## config.mk

```make
export PLATFORM = sky130hd
export DESIGN_NAME = hazard_scoreboard
export DESIGN_NICKNAME = d
export VERILOG_FILES = /design/src/rtl/hazard_scoreboard.sv
export SDC_FILE = /design/constraint.sdc
export NUM_CORES = 1
export LEC_CHECK = 0
export ABC_AREA = 1
export ABC_CLOCK_PERIOD_IN_PS = 3000
export CAP_MARGIN = 20
export CORE_AREA = 3 3 71 73
export DETAILED_ROUTE_END_ITERATION = 10
export DIE_AREA = 0 0 74 76
export DONT_BUFFER_PORTS = 1
export GPL_ROUTABILITY_DRIVEN = 1
export HOLD_SLACK_MARGIN = 0.06
export MAX_ROUTING_LAYER = met4
export PLACE_DENSITY = 0.68
export SYNTH_ARGS = -nofsm -noshare
export SYNTH_HDL_FRONTEND = slang
export SYNTH_SLANG_ARGS = --single-unit
```

## constraint.sdc

```tcl
create_clock -name clk -period 3 [get_ports clk]
set_clock_uncertainty 0.1 [all_clocks]
set_input_delay 0.45 -clock clk [delete_from_list [all_inputs] [get_ports clk]]
set_output_delay 0.45 -clock clk [all_outputs]
set_load 0.02 [all_outputs]
```

## src/rtl/hazard_scoreboard.sv

```systemverilog
// Scoreboard-based hazard unit: tracks in-flight destination registers with a
// cycles-until-ready count and derives decode stall, D/E forward selects and mul/div busy.
module hazard_scoreboard #(
    parameter int RB      = 5,
    parameter int DEPTH   = 3,
    parameter int FW      = 2,
    parameter int MUL_LAT = 5,
    parameter int DIV_LAT = 10
) (
    input  logic          clk,
    input  logic          rst,
    input  logic          issue_valid,
    input  logic [RB-1:0] d_rs,
    input  logic [RB-1:0] d_rt,
    input  logic [1:0]    d_rs_tuse,
    input  logic [1:0]    d_rt_tuse,
    input  logic          d_wr_en,
    input  logic [RB-1:0] d_wr_reg,
    input  logic [1:0]    d_tnew,
    input  logic          d_md_start,
    input  logic          d_md_div,
    input  logic          d_md_use,
    input  logic          flush_e,
    output logic          stall,
    output logic [FW-1:0] fwd_rs_d,
    output logic [FW-1:0] fwd_rt_d,
    output logic [FW-1:0] fwd_rs_e,
    output logic [FW-1:0] fwd_rt_e,
    output logic          md_busy
);

    localparam int MD_MAX = (MUL_LAT > DIV_LAT) ? MUL_LAT : DIV_LAT;
    localparam int CW     = $clog2(MD_MAX + 1);

    logic [DEPTH-1:0]         vld_q, vld_d;
    logic [DEPTH-1:0][RB-1:0] reg_q, reg_d;
    logic [DEPTH-1:0][1:0]    tnew_q, tnew_d;
    logic [RB-1:0]            src_rs_q, src_rs_d;
    logic [RB-1:0]            src_rt_q, src_rt_d;
    logic                     md_start_q, md_start_d;
    logic                     md_div_q, md_div_d;
    logic [CW-1:0]            md_cnt_q, md_cnt_d;

    logic          rs_hit, rt_hit, ers_hit, ert_hit;
    logic [FW-1:0] rs_k, rt_k, ers_k, ert_k;
    logic [1:0]    rs_tn, rt_tn, ers_tn, ert_tn;
    logic          data_stall, md_stall, issue;

    function automatic logic [1:0] tnew_sat_dec(input logic [1:0] t);
        return (t == 2'd0) ? 2'd0 : t - 2'd1;
    endfunction

    // Lowest-index (youngest) valid entry writing s; register 0 never matches.
    function automatic void youngest(
        input  logic [RB-1:0]            s,
        input  logic                     skip_e,
        input  logic [DEPTH-1:0]         v,
        input  logic [DEPTH-1:0][RB-1:0] r,
        input  logic [DEPTH-1:0][1:0]    t,
        output logic                     hit,
        output logic [FW-1:0]            k,
        output logic [1:0]               tn
    );
        hit = 1'b0;
        k   = '0;
        tn  = 2'd0;
        for (int i = DEPTH - 1; i >= 0; i--) begin
            if (v[i] && (r[i] == s) && (s != '0) && !(skip_e && (i == 0))) begin
                hit = 1'b1;
                k   = FW'(i);
                tn  = t[i];
            end
        end
    endfunction

    function automatic logic [FW-1:0] fwd_sel(input logic hit, input logic [FW-1:0] k,
                                              input logic [1:0] tn);
        return (hit && (k != '0) && (tn == 2'd0)) ? k : '0;
    endfunction

    function automatic logic src_stall(input logic hit, input logic [1:0] tn,
                                       input logic [1:0] tuse);
        return (tuse != 2'd3) && hit && (tn > tuse);
    endfunction

    always_comb begin
        youngest(d_rs, 1'b0, vld_q, reg_q, tnew_q, rs_hit, rs_k, rs_tn);
        youngest(d_rt, 1'b0, vld_q, reg_q, tnew_q, rt_hit, rt_k, rt_tn);
        youngest(src_rs_q, 1'b1, vld_q, reg_q, tnew_q, ers_hit, ers_k, ers_tn);
        youngest(src_rt_q, 1'b1, vld_q, reg_q, tnew_q, ert_hit, ert_k, ert_tn);
    end

    // A youngest match still in E yields select 0 for D; the stall covers it when needed.
    assign fwd_rs_d = fwd_sel(rs_hit, rs_k, rs_tn);
    assign fwd_rt_d = fwd_sel(rt_hit, rt_k, rt_tn);
    assign fwd_rs_e = fwd_sel(ers_hit, ers_k, ers_tn);
    assign fwd_rt_e = fwd_sel(ert_hit, ert_k, ert_tn);

    assign data_stall = src_stall(rs_hit, rs_tn, d_rs_tuse) | src_stall(rt_hit, rt_tn, d_rt_tuse);
    assign md_busy    = (md_cnt_q != '0) | md_start_q;
    assign md_stall   = issue_valid & (d_md_start | d_md_use) & md_busy;
    assign stall      = issue_valid & (data_stall | md_stall);
    assign issue      = issue_valid & ~stall & ~flush_e;

    always_comb begin
        vld_d      = '0;
        reg_d      = '0;
        tnew_d     = '0;
        src_rs_d   = '0;
        src_rt_d   = '0;
        md_start_d = 1'b0;
        md_div_d   = 1'b0;
        for (int k = 1; k < DEPTH; k++) begin
            vld_d[k]  = vld_q[k-1];
            reg_d[k]  = reg_q[k-1];
            tnew_d[k] = tnew_sat_dec(tnew_q[k-1]);
        end
        if (issue) begin
            vld_d[0]   = d_wr_en;
            reg_d[0]   = d_wr_reg;
            tnew_d[0]  = d_tnew;
            src_rs_d   = (d_rs_tuse == 2'd3) ? '0 : d_rs;
            src_rt_d   = (d_rt_tuse == 2'd3) ? '0 : d_rt;
            md_start_d = d_md_start;
            md_div_d   = d_md_div;
        end
        // Counter loads while the mul/div sits in E; md_start_q bridges that cycle in md_busy.
        md_cnt_d = md_cnt_q;
        if (md_start_q) begin
            md_cnt_d = md_div_q ? CW'(DIV_LAT) : CW'(MUL_LAT);
        end else if (md_cnt_q != '0) begin
            md_cnt_d = md_cnt_q - CW'(1);
        end
    end

    always_ff @(posedge clk) begin
        if (rst) begin
            vld_q      <= '0;
            reg_q      <= '0;
            tnew_q     <= '0;
            src_rs_q   <= '0;
            src_rt_q   <= '0;
            md_start_q <= 1'b0;
            md_div_q   <= 1'b0;
            md_cnt_q   <= '0;
        end else begin
            vld_q      <= vld_d;
            reg_q      <= reg_d;
            tnew_q     <= tnew_d;
            src_rs_q   <= src_rs_d;
            src_rt_q   <= src_rt_d;
            md_start_q <= md_start_d;
            md_div_q   <= md_div_d;
            md_cnt_q   <= md_cnt_d;
        end
    end

endmodule

```

==> flow_metrics.py <==
metrics = {
    "status": {
        "status": "finished clean",
    },
    "worst_setup_path": {
        "crit_buf_inv": 4,
        "cp-end-kind": "output port",
        "crit_arrival_ns": 2.44,
        "critical_path.max_fanout": 4,
        "required_ns": 2.45,
        "slowest_stage": "dfxtp_2",
        "cp_cell_sequence": "buf_4, nand2_1, nand3_1, nor2_1, nand2_2, inv_2, nor2_4, a21oi_2, a21oi_1, ha_1, a21oi_2, a221oi_2, buf_4, a21oi_4, nand2_1, nand2_1, inv_2",
        "cp.depth": 17,
        "crit_top_cell": "nand2_1",
        "max_stage_delay_ns": 0.33,
        "crit_type": "flip-flop to output port",
        "crit_family": "simple AND/OR/NAND/NOR gates",
        "r2r_cells": 17,
        "start_kind": "flip-flop",
    },
    "sta": {
        "slew_violations": 0,
        "setup_violations": 0,
        "clock.fmax_mhz": 335,
        "slew_headroom_pct": 54.5,
        "finalWorstSetupSlack_ns": 0.0132,
        "worstMarginPinSlew_ns": 0.681,
        "period_needed_ns": 2.99,
        "min_period_over_period_pct": 99.6,
        "rsz0062_at_grt": "yes",
        "hold_viol": 0,
    },
    "cells_and_area": {
        "final_cell_area_sq_mm": 0.00280,
        "insertedDiodeCount": 0,
        "register_area_sq_um": 827,
        "fillCellCount": 421,
        "final_cell_mix": "nand2_1 (88), inv_1 (59), nor2_1 (52)",
        "final_cell_count_no_fill": 448,
        "post-route-util_pct": 63.4,
        "syn2layout_area_growth_pct": 16.5,
        "fin_nets": 432,
        "drive_gt1_share_pct": 21.0,
        "layout.cells.most_common": "nand2_1",
        "multiInputGateArea_sq_mm": 0.00140,
    },
    "clock_network": {
        "cts_buffers": 5,
        "path_clk_slew_ns": 0.08,
        "cts_tree": "built",
        "cts_root_buf": "clkbuf_8",
        "clkLatencyLatePin_ns": 0.30,
        "ctsHoldBuffers": 0,
        "clock_sinks": 40,
        "cts_max_level": 2,
        "clockBufferDepth": 2,
    },
    "detailed_routing": {
        "drt_pre_antenna_iters": 4,
        "drc": 0,
        "viasPerCell": 5.42,
        "via_count": 2428,
        "wl_per_cell_um": 14.8,
        "drt_iter0_markers": 246,
        "routed_wl_um": 6640,
        "postRouteAntennaNets": 0,
    },
    "placed_design": {
        "dp_cells": 437,
        "hpwl_um": 5200,
        "gp_congestion": 0.963,
        "io_buffers": 0,
        "place_area_sq_mm": 0.00256,
        "place_ws_ns": -0.0231,
    },
    "synthesis": {
        "synth-edff-count": 0,
        "syn_avg_cell_area_sq_um": 6.42,
        "syn_nets": 411,
        "seq_area_frac_synth_pct": 33.4,
        "synth_area_sq_mm": 0.00240,
        "yosysUniqueCellTypes": 33,
        "ys_seq_elements": 40,
        "yosysWarnings": 0,
        "async_flop_share_pct": 0,
        "synth_flop_cell": "dfxtp_1",
        "netlist_instances": 374,
    },
    "global_routing": {
        "grt_pass1_vias": 2409,
        "grt_pass1_wl_um": 11100,
        "track_usage_pct": 25.8,
        "grt_overflow": 0,
        "grt_max_degree": 21,
        "grt_antenna_before_repair": 0,
    },
    "floorplan": {
        "die_area_sq_mm": 0.00562,
        "io_pins": 39,
        "core_area_sq_mm": 0.00441,
        "die_y_um": 76,
        "die_w_um": 74,
        "rows": 24,
        "initial_core_util_pct": 54.4,
    },
    "power": {
        "ir_worst_vdd_v": 0.000360,
        "p_leak_nw": 1.34,
        "p_per_area_mw_per_mm2": 476,
        "total_power_mw": 1.33,
    },
    "run": {
        "maxCapViolations": 0,
    },
    "hold_path": {
        "hold_class": "input port to flip-flop",
        "whs_path_depth": 1,
    },
}
kinds of logic after synthesis:
family	Yosys count	share of synthesized area, %
AO/OA/AOI/OAI	40	10.7
adder cells (fa/ha/maj)	8	4.17
AND/OR/NAND/NOR	204	37.3
XOR/XNOR	8	2.92
flip-flops	40	33.4
buffers and inverters	74	11.6
flip-flops by register name (all words and copies together), names as in the netlist:
name	cells
src_rs_q	5
src_rt_q	5
md_cnt_q	4
reg_q	5
tnew_q	6
md_div_q	1
reg_d	10
vld_q	3
md_start_q	1
path summary, 6_finish.rpt:
| path | start | endpoint | slack [ns] |
|---|---|---|---|
| min | rst | reg_d[14] | 0.11 |
| max | reg_d[11] | stall | 0.01 |
| max reg2reg | reg_d[11] | src_rt_q[4] | 0.40 |
| min reg2reg | tnew_q[2] | tnew_q[4] | 0.36 |
layer usage:
metal	global-route usage, %	wire [um]	share of wire, %	up-vias
met1	35.1	2970	45	1091
met3	5.54	560	8.4	12
met4	6.88	106	1.6	0
li1	-	-	-	1218
met5	-	0	0	-
met2	38.4	3000	45	107
Yosys cell counts (all sizes together), types with 3 or more instances:
| cell | count | area (sq um) |
|---|---|---|
| nand2 | 96 | 373 |
| inv | 72 | 270 |
| nor2 | 65 | 257 |
| dfxtp | 40 | 801 |
| nand3 | 17 | 103 |
| a21oi | 14 | 85.1 |
| nor3 | 12 | 60.1 |
| ha | 8 | 100 |
| o21ai | 8 | 40.0 |
| nand4 | 7 | 56.3 |
| o22ai | 7 | 43.8 |
| xnor2 | 4 | 35.0 |
| xor2 | 4 | 35.0 |
| nor4 | 3 | 18.8 |
| o211ai | 3 | 22.5 |
timing repair:
| item | CTS | global route |
|---|---|---|
| endpoints found under the setup margin | 1 | 1 |
| buffers inserted | 2 | 1 |
| pin swaps | 12 | 7 |
| gates resized for setup | 34 | 17 |
per-stage QoR:
step / hold slack, ns / setup TNS (ns)
2_1_floorplan: 0.323 / 0
3_3_place_gp: 0.337 / 0
3_5_place_dp: 0.349 / -0.0231
4_1_cts: 0.0994 / 0
5_1_grt: 0.0988 / -0.137
6_report: 0.112 / 0
area by class of cell:
type	count	area share [%]
clock buffer	6	2.59
clock inverter	2	1.25
inverter	72	9.84
multi-input combinational	260	50.1
sequential	40	29.6
tap	52	2.33
timing repair buffer	16	4.29
power by group:
part | switching, mW | internal (mW)
sequential | 0.0277 | 0.566
clock | 0.195 | 0.247
combinational | 0.184 | 0.110
(Power assumes the default switching activity.)
